===== config.mk =====
export PLATFORM = sky130hd
export DESIGN_NAME = state_sequencer
export DESIGN_NICKNAME = d
export VERILOG_FILES = /design/src/rtl/ctrl_pkg.sv /design/src/rtl/opcode_class_decode.sv /design/src/rtl/state_sequencer.sv
export SDC_FILE = /design/constraint.sdc
export NUM_CORES = 1
export LEC_CHECK = 0
export ABC_AREA = 1
export CAP_MARGIN = 20
export CORE_MARGIN = 3
export CORE_UTILIZATION = 25
export DETAILED_ROUTE_END_ITERATION = 6
export GPL_TIMING_DRIVEN = 0
export PLACE_DENSITY_LB_ADDON = 0.25
export RECOVER_POWER = 25
export SLEW_MARGIN = 10
export SYNTH_ARGS = -nofsm -noshare
export SYNTH_HDL_FRONTEND = slang
export SYNTH_HIERARCHICAL = 1
export SYNTH_SLANG_ARGS = --single-unit
export TNS_END_PERCENT = 100

===== constraint.sdc =====
create_clock -name CLK -period 1.3 [get_ports CLK]
set_input_delay 0.26 -clock CLK [delete_from_list [all_inputs] [get_ports CLK]]
set_output_delay 0.26 -clock CLK [all_outputs]
set_load 0.005 [all_outputs]

===== src/rtl/ctrl_pkg.sv =====
// Shared control-unit definitions: state encoding, opcode values and opcode classes.
package ctrl_pkg;

  typedef enum logic [2:0] {
    S_IF   = 3'b000,
    S_ID   = 3'b001,
    S_EXE  = 3'b010,
    S_WB   = 3'b011,
    S_MEM  = 3'b100,
    S_HALT = 3'b111
  } state_t;

  localparam logic [5:0] OP_ADD   = 6'b000000;
  localparam logic [5:0] OP_SUB   = 6'b000001;
  localparam logic [5:0] OP_ADDIU = 6'b000010;
  localparam logic [5:0] OP_AND   = 6'b010000;
  localparam logic [5:0] OP_ANDI  = 6'b010001;
  localparam logic [5:0] OP_OR    = 6'b010010;
  localparam logic [5:0] OP_SLL   = 6'b011000;
  localparam logic [5:0] OP_SLT   = 6'b100110;
  localparam logic [5:0] OP_SLTI  = 6'b100111;
  localparam logic [5:0] OP_SW    = 6'b110000;
  localparam logic [5:0] OP_LW    = 6'b110001;
  localparam logic [5:0] OP_BEQ   = 6'b110100;
  localparam logic [5:0] OP_BNE   = 6'b110101;
  localparam logic [5:0] OP_BLTZ  = 6'b110110;
  localparam logic [5:0] OP_J     = 6'b111000;
  localparam logic [5:0] OP_HALT  = 6'b111111;

  typedef enum logic [2:0] {
    CLS_ALU,
    CLS_STORE,
    CLS_LOAD,
    CLS_BRANCH,
    CLS_JUMP,
    CLS_HALT,
    CLS_ILLEGAL
  } op_class_t;

endpackage


===== src/rtl/opcode_class_decode.sv =====
// Purely combinational opcode to instruction-class decoder.
module opcode_class_decode
  import ctrl_pkg::*;
(
  input  logic [5:0] Opcode,
  output op_class_t  OpClass
);

  always_comb begin
    OpClass = CLS_ILLEGAL;
    unique case (Opcode)
      OP_ADD, OP_SUB, OP_ADDIU, OP_AND, OP_ANDI,
      OP_OR, OP_SLL, OP_SLT, OP_SLTI:  OpClass = CLS_ALU;
      OP_SW:                           OpClass = CLS_STORE;
      OP_LW:                           OpClass = CLS_LOAD;
      OP_BEQ, OP_BNE, OP_BLTZ:         OpClass = CLS_BRANCH;
      OP_J:                            OpClass = CLS_JUMP;
      OP_HALT:                         OpClass = CLS_HALT;
      default:                         OpClass = CLS_ILLEGAL;
    endcase
  end

endmodule


===== src/rtl/state_sequencer.sv =====
// Multi-cycle control-unit state register and next-state logic.
// Optional performance counters are enabled by defining STATE_SEQ_PERF_CNT_EN.
module state_sequencer
  import ctrl_pkg::*;
#(
  parameter int CNT_W = 32
) (
  input  logic             CLK,
  input  logic             Reset,
  input  logic [5:0]       Opcode,
  input  logic             Stall,
  output logic [2:0]       State,
  output logic             InsDone,
  output logic             Halted,
  output logic             Illegal
`ifdef STATE_SEQ_PERF_CNT_EN
  ,
  output logic [CNT_W-1:0] CycleCnt,
  output logic [CNT_W-1:0] InsCnt
`endif
);

  state_t    state, state_nxt;
  op_class_t op_class;
  logic      set_illegal;

  opcode_class_decode u_decode (
    .Opcode  (Opcode),
    .OpClass (op_class)
  );

  always_ff @(posedge CLK) begin
    if (Reset) begin
      state   <= S_IF;
      Illegal <= 1'b0;
    end else if (!Stall) begin
      state <= state_nxt;
      if (set_illegal) Illegal <= 1'b1;
    end
  end

  // Opcode is stable from ID onward, so the live decode steers ID/EXE/MEM directly.
  always_comb begin
    state_nxt   = state;
    InsDone     = 1'b0;
    set_illegal = 1'b0;
    if (!Stall) begin
      case (state)
        S_IF: state_nxt = S_ID;
        S_ID: begin
          unique case (op_class)
            CLS_ALU, CLS_LOAD, CLS_STORE, CLS_BRANCH: state_nxt = S_EXE;
            CLS_JUMP: begin
              state_nxt = S_IF;
              InsDone   = 1'b1;
            end
            CLS_HALT: begin
              state_nxt = S_HALT;
              InsDone   = 1'b1;
            end
            default: begin
              state_nxt   = S_IF;
              InsDone     = 1'b1;
              set_illegal = 1'b1;
            end
          endcase
        end
        S_EXE: begin
          unique case (op_class)
            CLS_ALU:              state_nxt = S_WB;
            CLS_LOAD, CLS_STORE:  state_nxt = S_MEM;
            CLS_BRANCH: begin
              state_nxt = S_IF;
              InsDone   = 1'b1;
            end
            default:              state_nxt = S_IF;
          endcase
        end
        S_MEM: begin
          unique case (op_class)
            CLS_LOAD:  state_nxt = S_WB;
            CLS_STORE: begin
              state_nxt = S_IF;
              InsDone   = 1'b1;
            end
            default:   state_nxt = S_IF;
          endcase
        end
        S_WB: begin
          state_nxt = S_IF;
          InsDone   = 1'b1;
        end
        S_HALT: state_nxt = S_HALT;
        default: begin
          state_nxt   = S_IF;
          set_illegal = 1'b1;
        end
      endcase
    end
  end

  assign State  = state;
  assign Halted = (state == S_HALT);

`ifdef STATE_SEQ_PERF_CNT_EN
  always_ff @(posedge CLK) begin
    if (Reset) begin
      CycleCnt <= '0;
      InsCnt   <= '0;
    end else if (!Stall) begin
      CycleCnt <= CycleCnt + 1'b1;
      if (InsDone) InsCnt <= InsCnt + 1'b1;
    end
  end
`endif

endmodule


==> metrics.md <==
| Metric | Value |
|---|---|
| Outcome | `complete, but fails checks` |
| Violated checks | `setup timing` |
| Vias per cell | `4.557` |
| Highest net fanout along the worst path | `5` |
| Die Wd | `50.74 µm` |
| First-pass GRT wire length | `2739 µm` |
| Initial core utilization | `27.78%` |
| Synth area leader | `nand2_1` |
| Total power | `532.0 µW` |
| Main combinational cell family by area after synthesis | `simple AND/OR/NAND/NOR gates` |
| Synth area leaders | `nand2_1 (20%), dfxtp_1 (16%), inv_1 (15%)` |
| CTS Buf Count | `3` |
| Crit path from | `Opcode[3]` |
| Setup WS pre-CTS | `-1191 ps` |
| Synth Cell Area | `500.5 µm²` |
| CTS max path bufs | `2` |
| Final routed DRC violation total | `0` |
| CP Capture Type | `primary output` |
| Fin cells | `149` |
| Max VDD drop | `0.5739 mV` |
| Commonest non-fill, non-tap cell in the layout | `nand2_1` |
| Mapped Cells | `92` |
| Req. time, crit path | `1040 ps` |
| Die area | `2575 µm²` |
| Worst hold path class | `reg2reg` |
| Critical path data arrival time | `1370 ps` |
| Most frequent cells in the layout | `nand2_1 (20), buf_4 (13), inv_2 (10), nand2_2 (8), inv_1 (8)` |
| Met2 wire length | `1054 µm` |
| Layout cells sized above 1 | `59.68%` |
| Worst skew pair latency | `230 ps` |
| Area Growth Syn to Fin | `96.50%` |
| Sequential area share after synthesis | `16.00%` |
| Pin count of the biggest net entering global routing | `8` |
| Clock Skew | `0.9465 ps` |
| Synth Area in Compound Gates | `11.50%` |
| Max-slew violation count | `0` |
| F_max | `612.2 MHz` |
| Hold_sp | `Illegal$_SDFFE_PP0P_` |
| Relative slew slack | `86.21%` |
| Initial antenna violation count | `0` |
| Root Buffer | `clkbuf_4` |
| Max Cap Violations | `0` |
| Die Height | `50.74 µm` |
| Grt ovf | `0` |
| N_diodes | `0` |
| Vias in the first global route | `642` |
| Drt first pass iters | `4` |
| Period minus WS final | `1633 ps` |
| Netlist cell types | `15` |
| Met3 WL | `49 µm` |
| Routed via count | `679` |
| Final setup violation count | `7` |
| Row count | `15` |
| Nets | `139` |
| DR iter-0 viols | `13` |
| Final wirelength | `1913 µm` |
| Crit path kind | `in2out` |
| Syn_area_per_cell | `5.440 µm²` |
| Synth top area share | `20.25%` |
| P per Cell Area | `540.9 nW/µm²` |
| Worst-path clk slew | `30 ps` |
| Synthesized-area fraction occupied by adder cells | `10.00%` |
| Tcrit/Tclk final | `125.6%` |
| Inst Count DP | `131` |
| Clock sink count | `4` |
| RSZ-0062 raised after global routing | `true` |
| Worst reg2reg path startpoint | `State[1]$_SDFFE_PP0N_` |
| Yosys Warn Count | `6` |
| Post-Synth Simple-Gate Area | `47.50%` |
| Leakage Power | `0.4779 nW` |
| Setup crit start kind | `input pin` |
| Setup ws final | `-333.3 ps` |
| H-Tree Depth | `1` |
| Core outline area | `1802 µm²` |
| Total GRT Usage | `13.78%` |
| PortBufs | `14` |
| Seq cells post-synth | `4` |
| Boundary pin count | `15` |
| Final weighted congestion in routability-driven placement | `0.7998` |
| Slew @ Worst Pin | `206.2 ps` |
| DR WL/cell | `12.84 µm` |
| Post-DP HPWL | `979.6 µm` |
| Hold buffer count at cts | `0` |
| Post-synthesis xor/xnor area fraction | `0%` |
| Hold Vio Cnt, Final | `0` |
| CTS tree | `built` |
| Top Layer Used | `met3` |
| M1 WL | `808 µm` |
| Syn Nets | `105` |
| Proportion of synthesized area in mux cells | `0%` |
| Detail Route Antenna Nets | `0` |
==> critical path, cell delays in order <==
cell	delay, ps
buf_4	130
nor2_2	140
a21oi_2	80
nand2_2	90
nand3_2	100
inv_2	90
nand2_2	70
inv_2	70
nand3_2	60
a41oi_2	140
buf_2	140
==> registers in the layout, indices dropped and copies added, names as in the netlist <==
name,flops
Illegal,1
State,3
==> kinds of logic (layout without fill, tap and decap cells) <==
group	count (synthesis)	in the layout
AOI/OAI and AO/OA	10	10
and+or+nand+nor	54	54
buffers and inverters	20	52
DFF	4	4
adders and majority gates	4	4
==> cells in the mapped netlist, drive strengths merged <==
| master | n |
|---|---|
| nand2 | 29 |
| inv | 20 |
| nor2 | 12 |
| nand3 | 10 |
| a21oi | 6 |
| dfxtp | 4 |
| ha | 4 |
| o21ai | 3 |
| a41oi | 1 |
| nand3b | 1 |
| nand4 | 1 |
| nor3b | 1 |
==> power by group <==
| part | switching [mW] | total, mW | internal (mW) | leakage (nW) |
|---|---|---|---|---|
| Sequential | 0.00888 | 0.136 | 0.127 | 0.0349 |
| Clock | 0.0426 | 0.145 | 0.103 | 0.0138 |
| Combinational | 0.133 | 0.251 | 0.118 | 0.429 |
| Total | 0.184 | 0.532 | 0.348 | 0.478 |
==> repair_timing <==
action | in CTS | in global routing
endpoints found under the setup margin | 10 | 7
pin swaps | 22 | 21
gates resized for setup | 74 | 26
buffers inserted | 14 | 3
==> per-layer routing <==
layer	track usage [%]	vias up
met3	2.374	0
li1	-	353
met5	0	-
met2	23.91	17
met1	16.70	309
met4	5.381	0
==> layout make-up <==
type | instances | area [µm²]
tap | 25 | 31.28
fill | 179 | 818.3
clock buffer | 3 | 22.52
multi-input combinational | 68 | 513.0
sequential | 4 | 91.34
inverter | 20 | 80.08
timing repair buffer | 29 | 245.2
==> path summary, 6_finish.rpt <==
check	endpoint	slack, ps	cells past startpoint
setup / recovery	InsDone	-330	11
hold / removal	Illegal$_SDFFE_PP0P_	450	2
setup reg to reg	State[0]$_SDFFE_PP0N_	-220	12
hold reg to reg	Illegal$_SDFFE_PP0P_	450	2
==> metrics by stage <==
step	cell area [µm²]	hold slack, ps	setup TNS, ps	utilization (%)
final	983.4	445.3	-1381	54.58
after global placement	686.9	438.2	-3996	38.13
after detailed placement	686.9	445.6	-4011	38.13
after CTS	909.6	447.3	-1476	50.49
after global routing	983.4	474.6	-1885	54.58
after floorplan	515.5	329.1	0	-
Power figures use the tool's default switching activity.
